**src/rtl/vga_timing_pkg.sv**
```systemverilog
// vga_timing_pkg
// Shared VGA timing definitions for the sync generator and the graphic blocks
// that consume its pixel coordinates.
//   - DEF_* : default 640x480@60 timing (pixels / lines)
//   - DEF_H_TOTAL / DEF_V_TOTAL : derived line and frame lengths
//   - COORD_W / coord_t : width and type of pixel_x / pixel_y
//   - in_range() : inclusive range test used for sync pulse decoding
package vga_timing_pkg;

  localparam int COORD_W = 10;

  localparam int DEF_H_DISPLAY = 640;
  localparam int DEF_H_FRONT   = 16;
  localparam int DEF_H_RETRACE = 96;
  localparam int DEF_H_BACK    = 48;
  localparam int DEF_V_DISPLAY = 480;
  localparam int DEF_V_FRONT   = 10;
  localparam int DEF_V_RETRACE = 2;
  localparam int DEF_V_BACK    = 33;

  localparam int DEF_H_TOTAL = DEF_H_DISPLAY + DEF_H_FRONT + DEF_H_RETRACE + DEF_H_BACK;
  localparam int DEF_V_TOTAL = DEF_V_DISPLAY + DEF_V_FRONT + DEF_V_RETRACE + DEF_V_BACK;

  typedef logic [COORD_W-1:0] coord_t;

  function automatic logic in_range(input coord_t v, input coord_t lo, input coord_t hi);
    return (v >= lo) && (v <= hi);
  endfunction

endpackage

```
**src/rtl/vga_tick_div.sv**
```systemverilog
// vga_tick_div
// Pixel-rate divider: counts 0..TICK_DIV-1 on every clk and raises p_tick
// during the clk where the count is TICK_DIV-1.
// Ports:
//   clk    in  system clock
//   reset  in  asynchronous active-low reset
//   p_tick out one-clk pulse per pixel period (held 0 in reset)
module vga_tick_div #(
  parameter int TICK_DIV = 2
) (
  input  logic clk,
  input  logic reset,
  output logic p_tick
);

  localparam int CW = (TICK_DIV > 1) ? $clog2(TICK_DIV) : 1;
  localparam logic [CW-1:0] LAST = CW'(TICK_DIV - 1);

  logic [CW-1:0] div_cnt;

  always_ff @(posedge clk or negedge reset) begin
    if (!reset) begin
      div_cnt <= '0;
    end else if (div_cnt == LAST) begin
      div_cnt <= '0;
    end else begin
      div_cnt <= div_cnt + 1'b1;
    end
  end

  // Gating with reset keeps p_tick low while held in reset; with TICK_DIV=1
  // the count is always LAST, so p_tick is high from the moment reset lifts.
  assign p_tick = reset & (div_cnt == LAST);

endmodule

```
**src/rtl/vga_sync_gen.sv**
```systemverilog
// vga_sync_gen
// 640x480@60 VGA timing generator feeding the pong graphic generator and the
// VGA pins. Counters run through blanking so every coordinate is visible.
// Ports:
//   clk        in   system clock
//   reset      in   asynchronous active-low reset
//   hsync      out  horizontal sync, active-low, registered
//   vsync      out  vertical sync, active-low, registered
//   video_on   out  high inside the visible area (combinational from counts)
//   p_tick     out  one-clk pulse per pixel period
//   pixel_x    out  horizontal count 0..H_TOTAL-1
//   pixel_y    out  vertical count 0..V_TOTAL-1
//   frame_tick out  (only with VGA_FRAME_TICK_EN defined) pulses with the
//                   p_tick that wraps (H_TOTAL-1,V_TOTAL-1) to (0,0)
module vga_sync_gen
  import vga_timing_pkg::*;
#(
  parameter int H_DISPLAY = DEF_H_DISPLAY,
  parameter int H_FRONT   = DEF_H_FRONT,
  parameter int H_RETRACE = DEF_H_RETRACE,
  parameter int H_BACK    = DEF_H_BACK,
  parameter int V_DISPLAY = DEF_V_DISPLAY,
  parameter int V_FRONT   = DEF_V_FRONT,
  parameter int V_RETRACE = DEF_V_RETRACE,
  parameter int V_BACK    = DEF_V_BACK,
  parameter int TICK_DIV  = 2
) (
  input  logic               clk,
  input  logic               reset,
  output logic               hsync,
  output logic               vsync,
  output logic               video_on,
  output logic               p_tick,
`ifdef VGA_FRAME_TICK_EN
  output logic               frame_tick,
`endif
  output logic [COORD_W-1:0] pixel_x,
  output logic [COORD_W-1:0] pixel_y
);

  localparam int H_TOTAL = H_DISPLAY + H_FRONT + H_RETRACE + H_BACK;
  localparam int V_TOTAL = V_DISPLAY + V_FRONT + V_RETRACE + V_BACK;

  localparam coord_t H_LAST   = coord_t'(H_TOTAL - 1);
  localparam coord_t V_LAST   = coord_t'(V_TOTAL - 1);
  localparam coord_t H_VIS    = coord_t'(H_DISPLAY);
  localparam coord_t V_VIS    = coord_t'(V_DISPLAY);
  localparam coord_t HS_FIRST = coord_t'(H_DISPLAY + H_FRONT);
  localparam coord_t HS_LAST  = coord_t'(H_DISPLAY + H_FRONT + H_RETRACE - 1);
  localparam coord_t VS_FIRST = coord_t'(V_DISPLAY + V_FRONT);
  localparam coord_t VS_LAST  = coord_t'(V_DISPLAY + V_FRONT + V_RETRACE - 1);

  coord_t h_count, v_count;
  coord_t h_next, v_next;
  logic   h_wrap;

  vga_tick_div #(
    .TICK_DIV (TICK_DIV)
  ) u_tick_div (
    .clk    (clk),
    .reset  (reset),
    .p_tick (p_tick)
  );

  always_comb begin
    h_next = h_count;
    v_next = v_count;
    h_wrap = (h_count == H_LAST);
    if (p_tick) begin
      h_next = h_wrap ? '0 : h_count + 1'b1;
      if (h_wrap) begin
        v_next = (v_count == V_LAST) ? '0 : v_count + 1'b1;
      end
    end
  end

  // Syncs are decoded from the next-count values so that, once registered,
  // they line up with the pixel_x/pixel_y they belong to.
  always_ff @(posedge clk or negedge reset) begin
    if (!reset) begin
      h_count <= '0;
      v_count <= '0;
      hsync   <= 1'b1;
      vsync   <= 1'b1;
    end else begin
      h_count <= h_next;
      v_count <= v_next;
      hsync   <= ~in_range(h_next, HS_FIRST, HS_LAST);
      vsync   <= ~in_range(v_next, VS_FIRST, VS_LAST);
    end
  end

  assign video_on = (h_count < H_VIS) && (v_count < V_VIS);
  assign pixel_x  = h_count;
  assign pixel_y  = v_count;

`ifdef VGA_FRAME_TICK_EN
  logic frame_wrap;
  assign frame_wrap = h_wrap && (v_count == V_LAST);
  assign frame_tick = p_tick & frame_wrap;
`endif

endmodule

```
**config.mk**
```make
export PLATFORM = sky130hd
export DESIGN_NAME = vga_sync_gen
export DESIGN_NICKNAME = d
export VERILOG_FILES = /design/src/rtl/vga_timing_pkg.sv /design/src/rtl/vga_tick_div.sv /design/src/rtl/vga_sync_gen.sv
export SDC_FILE = /design/constraint.sdc
export NUM_CORES = 1
export LEC_CHECK = 0
export BUFFER_PORTS_ARGS = -buffer_cell sky130_fd_sc_hd__buf_4
export CAP_MARGIN = 10
export CORE_MARGIN = 2
export CORE_UTILIZATION = 35
export CTS_CLUSTER_SIZE = 8
export DETAILED_ROUTE_END_ITERATION = 12
export GPL_TIMING_DRIVEN = 0
export HOLD_SLACK_MARGIN = 0.06
export PLACE_DENSITY = 0.53
export SYNTH_ARGS = -nofsm -noshare
export SYNTH_HDL_FRONTEND = slang
export SYNTH_SLANG_ARGS = --single-unit
```
**constraint.sdc**
```tcl
create_clock -name clk -period 5.9 [get_ports clk]
set_input_delay 0.59 -clock clk [delete_from_list [all_inputs] [get_ports clk]]
set_output_delay 0.59 -clock clk [all_outputs]
set_load 0.02 [all_outputs]
```
==> results.sh <==
export IMPL_place_ws_ns=3.32
export IMPL_grt_antenna_before_repair=0
export IMPL_synth_top_area_share_pct=38.6
export IMPL_clockBufferDepth=2
export IMPL_timing_rr_end="pixel_y[0]$_DFF_PN0_"
export IMPL_drive_gt1_share_pct=27.1
export IMPL_synthCells=141
export IMPL_ys_types=47
export IMPL_top_usage_layer="met2"
export IMPL_rsz0062_at_grt="false"
export IMPL_area_growth_pct=21.6
export IMPL_synth_adder_area_share_pct=2.76
export IMPL_synth_top_family_by_area="simple AND/OR/NAND/NOR gates"
export IMPL_r2r_start="pixel_y[1]$_DFF_PN0_"
export IMPL_fin_skew_ns=0.00200
export IMPL_drt_pass1_iter_count=4
export IMPL_synth_mux_area_share_pct=3.03
export IMPL_finalSetupViolations=0
export IMPL_htreeDepth=1
export IMPL_worstPathMaxFanout=27
export IMPL_grt_pass1_wl_um=5280
export IMPL_endpoint_kind="flop"
export IMPL_yosys_area_share_xor_xnor_pct=6.43
export IMPL_maxSlewHeadroom_pct=57.9
export IMPL_fin_ws_ns=3.64
export IMPL_ant_nets=0
export IMPL_ir_worst_vdd_mv=0.115
export IMPL_tightest_slew_ns=0.626
export IMPL_p_total_mw=0.370
export IMPL_worst_setup_path_startpoint="reset"
export IMPL_p_per_area_nw_per_um2=223
export IMPL_arrival_ns=2.45
export IMPL_core_um2=3690
export IMPL_vias=1135
export IMPL_setup_tns_ns=0
export IMPL_syn_nets=146
export IMPL_netlist_area_um2=1360
export IMPL_critPathRequiredTime_ns=6.09
export IMPL_ctsResizeCount=0
export IMPL_yosysSeqAreaShare_pct=42.5
export IMPL_cp_cell_sequence="buf_4 -> nand2_1 -> inv_1 -> nand4_2 -> nor3_2 -> a22oi_1 -> or4b_1"
export IMPL_use_met3_pct=2.56
export IMPL_io_buffers=25
export IMPL_final_cells=218
export IMPL_max_freq_mhz=442
export IMPL_dieWidth_um=66.4
export IMPL_grt_use_met1_pct=22.7
export IMPL_fin_crit_sh_pct=38.3
export IMPL_r2r_cells=6
export IMPL_cts_tree="done"
export IMPL_grt_use_total_pct=15.9
export IMPL_die_h_um=66.4
export IMPL_die_area_um2=4400
export IMPL_ios=26
export IMPL_yosysTopAreaCell="dfrtp_1"
export IMPL_slowest_stage="or4b_1"
export IMPL_fin_area_um2=1660
export IMPL_cts_hold_buf=0
export IMPL_drt_iter0_drc=59
export IMPL_synth_area_leaders="dfrtp_1 39%, nand2_1 5.8%, dfstp_2 3.9%"
export IMPL_grt_start_max_net_pins=28
export IMPL_drv_slew=0
export IMPL_clk_pin_slew_worst_paths_ns=0.08
export IMPL_place_area_um2=1610
export IMPL_row_count=22
export IMPL_fin_crit_ns=2.26
export IMPL_hold_viol=0
export IMPL_most_common_layout_cells="25 x buf_4, 21 x nand2_1, 21 x dfrtp_1"
export IMPL_max_cap_violations=0
export IMPL_synthSimpleGateAreaFrac_pct=32.2
export IMPL_critPathKind="primary input to flop"
export IMPL_fin_util_pct=44.9
export IMPL_routed_wl_um=3140
export IMPL_routabilityCongestion=0.769
export IMPL_endpoint="vsync$_DFF_PN1_"
export IMPL_routed_via_density=5.21
export IMPL_r2r_setup_slack_ns=3.65
export IMPL_final_common_cell="buf_4"
export IMPL_slowest_delay_ns=0.53
export IMPL_hpwlAfterDp_um=2380
export IMPL_routedWlPerCell_um=14.4
export IMPL_yosysWarnings=0
export IMPL_outcome="finished, final reports clean"
export IMPL_hp_class="primary input to asynchronous set/reset pin"
export IMPL_synth_compound_area_share_pct=10.1
export IMPL_ys_seq_elements=23
export IMPL_drc=0
export IMPL_synth_edf_count=0
export IMPL_nets=176
export IMPL_clock_sinks=23
export IMPL_grt_util_met2_pct=23.8
export IMPL_place_inst=214
export IMPL_synth_ff_type="dfrtp_1"
export IMPL_clkLatencyLatePin_ns=0.27
export IMPL_p_leak_nw=0.769
export IMPL_whs_ns=0.216
export IMPL_postCtsSetupBuffers=0
export IMPL_antenna_cells=0
export IMPL_grt_ovfl_total=0
export IMPL_avgSynthCellArea_um2=9.65
export IMPL_grt_pass1_vias=1107
export IMPL_start_util_pct=36.9
export IMPL_numCtsBuffers=3
export IMPL_start_kind="primary input"
export IMPL_synthArstFlopShare_pct=100
export IMPL_root_buffer="clkbuf_8"
export IMPL_fillers=378
==> report_power, final <==
group / switching, mW / internal, mW / total (mW)
Combinational: 0.0454 / 0.0334 / 0.0788
Clock: 0.0530 / 0.0472 / 0.100
Sequential: 0.0198 / 0.171 / 0.191
Total: 0.118 / 0.251 / 0.370
==> critical path, delay by kind of cell <==
| family | cells | cell delay (ns) |
|---|---|---|
| compound gates | 1 | 0.09 |
| buf+inv | 2 | 0.48 |
| simple gates | 4 | 1.27 |
==> flip-flops by register name, summed over array words and instances, names as in the netlist <==
register	flops
hsync	1
pixel_x	10
pixel_y	10
u_tick_div.div_cnt	1
vsync	1
==> metal layers <==
metal | vias to the layer above | share of wire, %
met5 | - | 0
met4 | 0 | 1.3
met3 | 4 | 2.8
met2 | 17 | 45
met1 | 545 | 51
li1 | 569 | -
==> cell families (layout without fill, tap and decap cells) <==
| logic type | after synthesis | in the layout |
|---|---|---|
| and+or+nand+nor | 72 | 72 |
| DFF | 23 | 23 |
| adders and majority gates | 3 | 3 |
| buffers and inverters | 8 | 37 |
| AOI/OAI and AO/OA | 21 | 21 |
| muxes | 4 | 4 |
| xor gates and xnor gates | 10 | 10 |
==> cells in the mapped netlist (3+ instances only) <==
library cell  number
nor3_1             5
mux2i_1            3
nor2_1             8
nand3_1            7
nand4_1            4
ha_1               3
nand2_1           21
inv_1              7
o21ai_0            8
xnor2_1            4
dfrtp_1           21
xor2_1             6
==> how the worst min path moves through the flow <==
stage	from	endpoint	slack [ns]
4_1_cts	reset	pixel_x[8]$_DFF_PN0_	0.23
5_1_grt	reset	pixel_y[3]$_DFF_PN0_	0.23
3_3_place_gp	u_tick_div.div_cnt$_DFF_PN0_	u_tick_div.div_cnt$_DFF_PN0_	0.50
3_5_place_dp	reset	pixel_x[8]$_DFF_PN0_	0.53
2_1_floorplan	reset	pixel_x[0]$_DFF_PN0_	0.29
6_report	reset	pixel_y[3]$_DFF_PN0_	0.22
==> area by class of cell <==
class                      instances  area (um^2)  share of cell area (%)
sequential                        23          578                    34.9
clock buffer                       3         41.3                    2.49
multi-input combinational        110          742                    44.8
clock inverter                     1         5.00                   0.302
timing repair buffer              25          188                    11.3
buffer                             1         15.0                   0.907
tap                               48         60.1                    3.63
inverter                           7         26.3                    1.59
(Power assumes the default switching activity.)
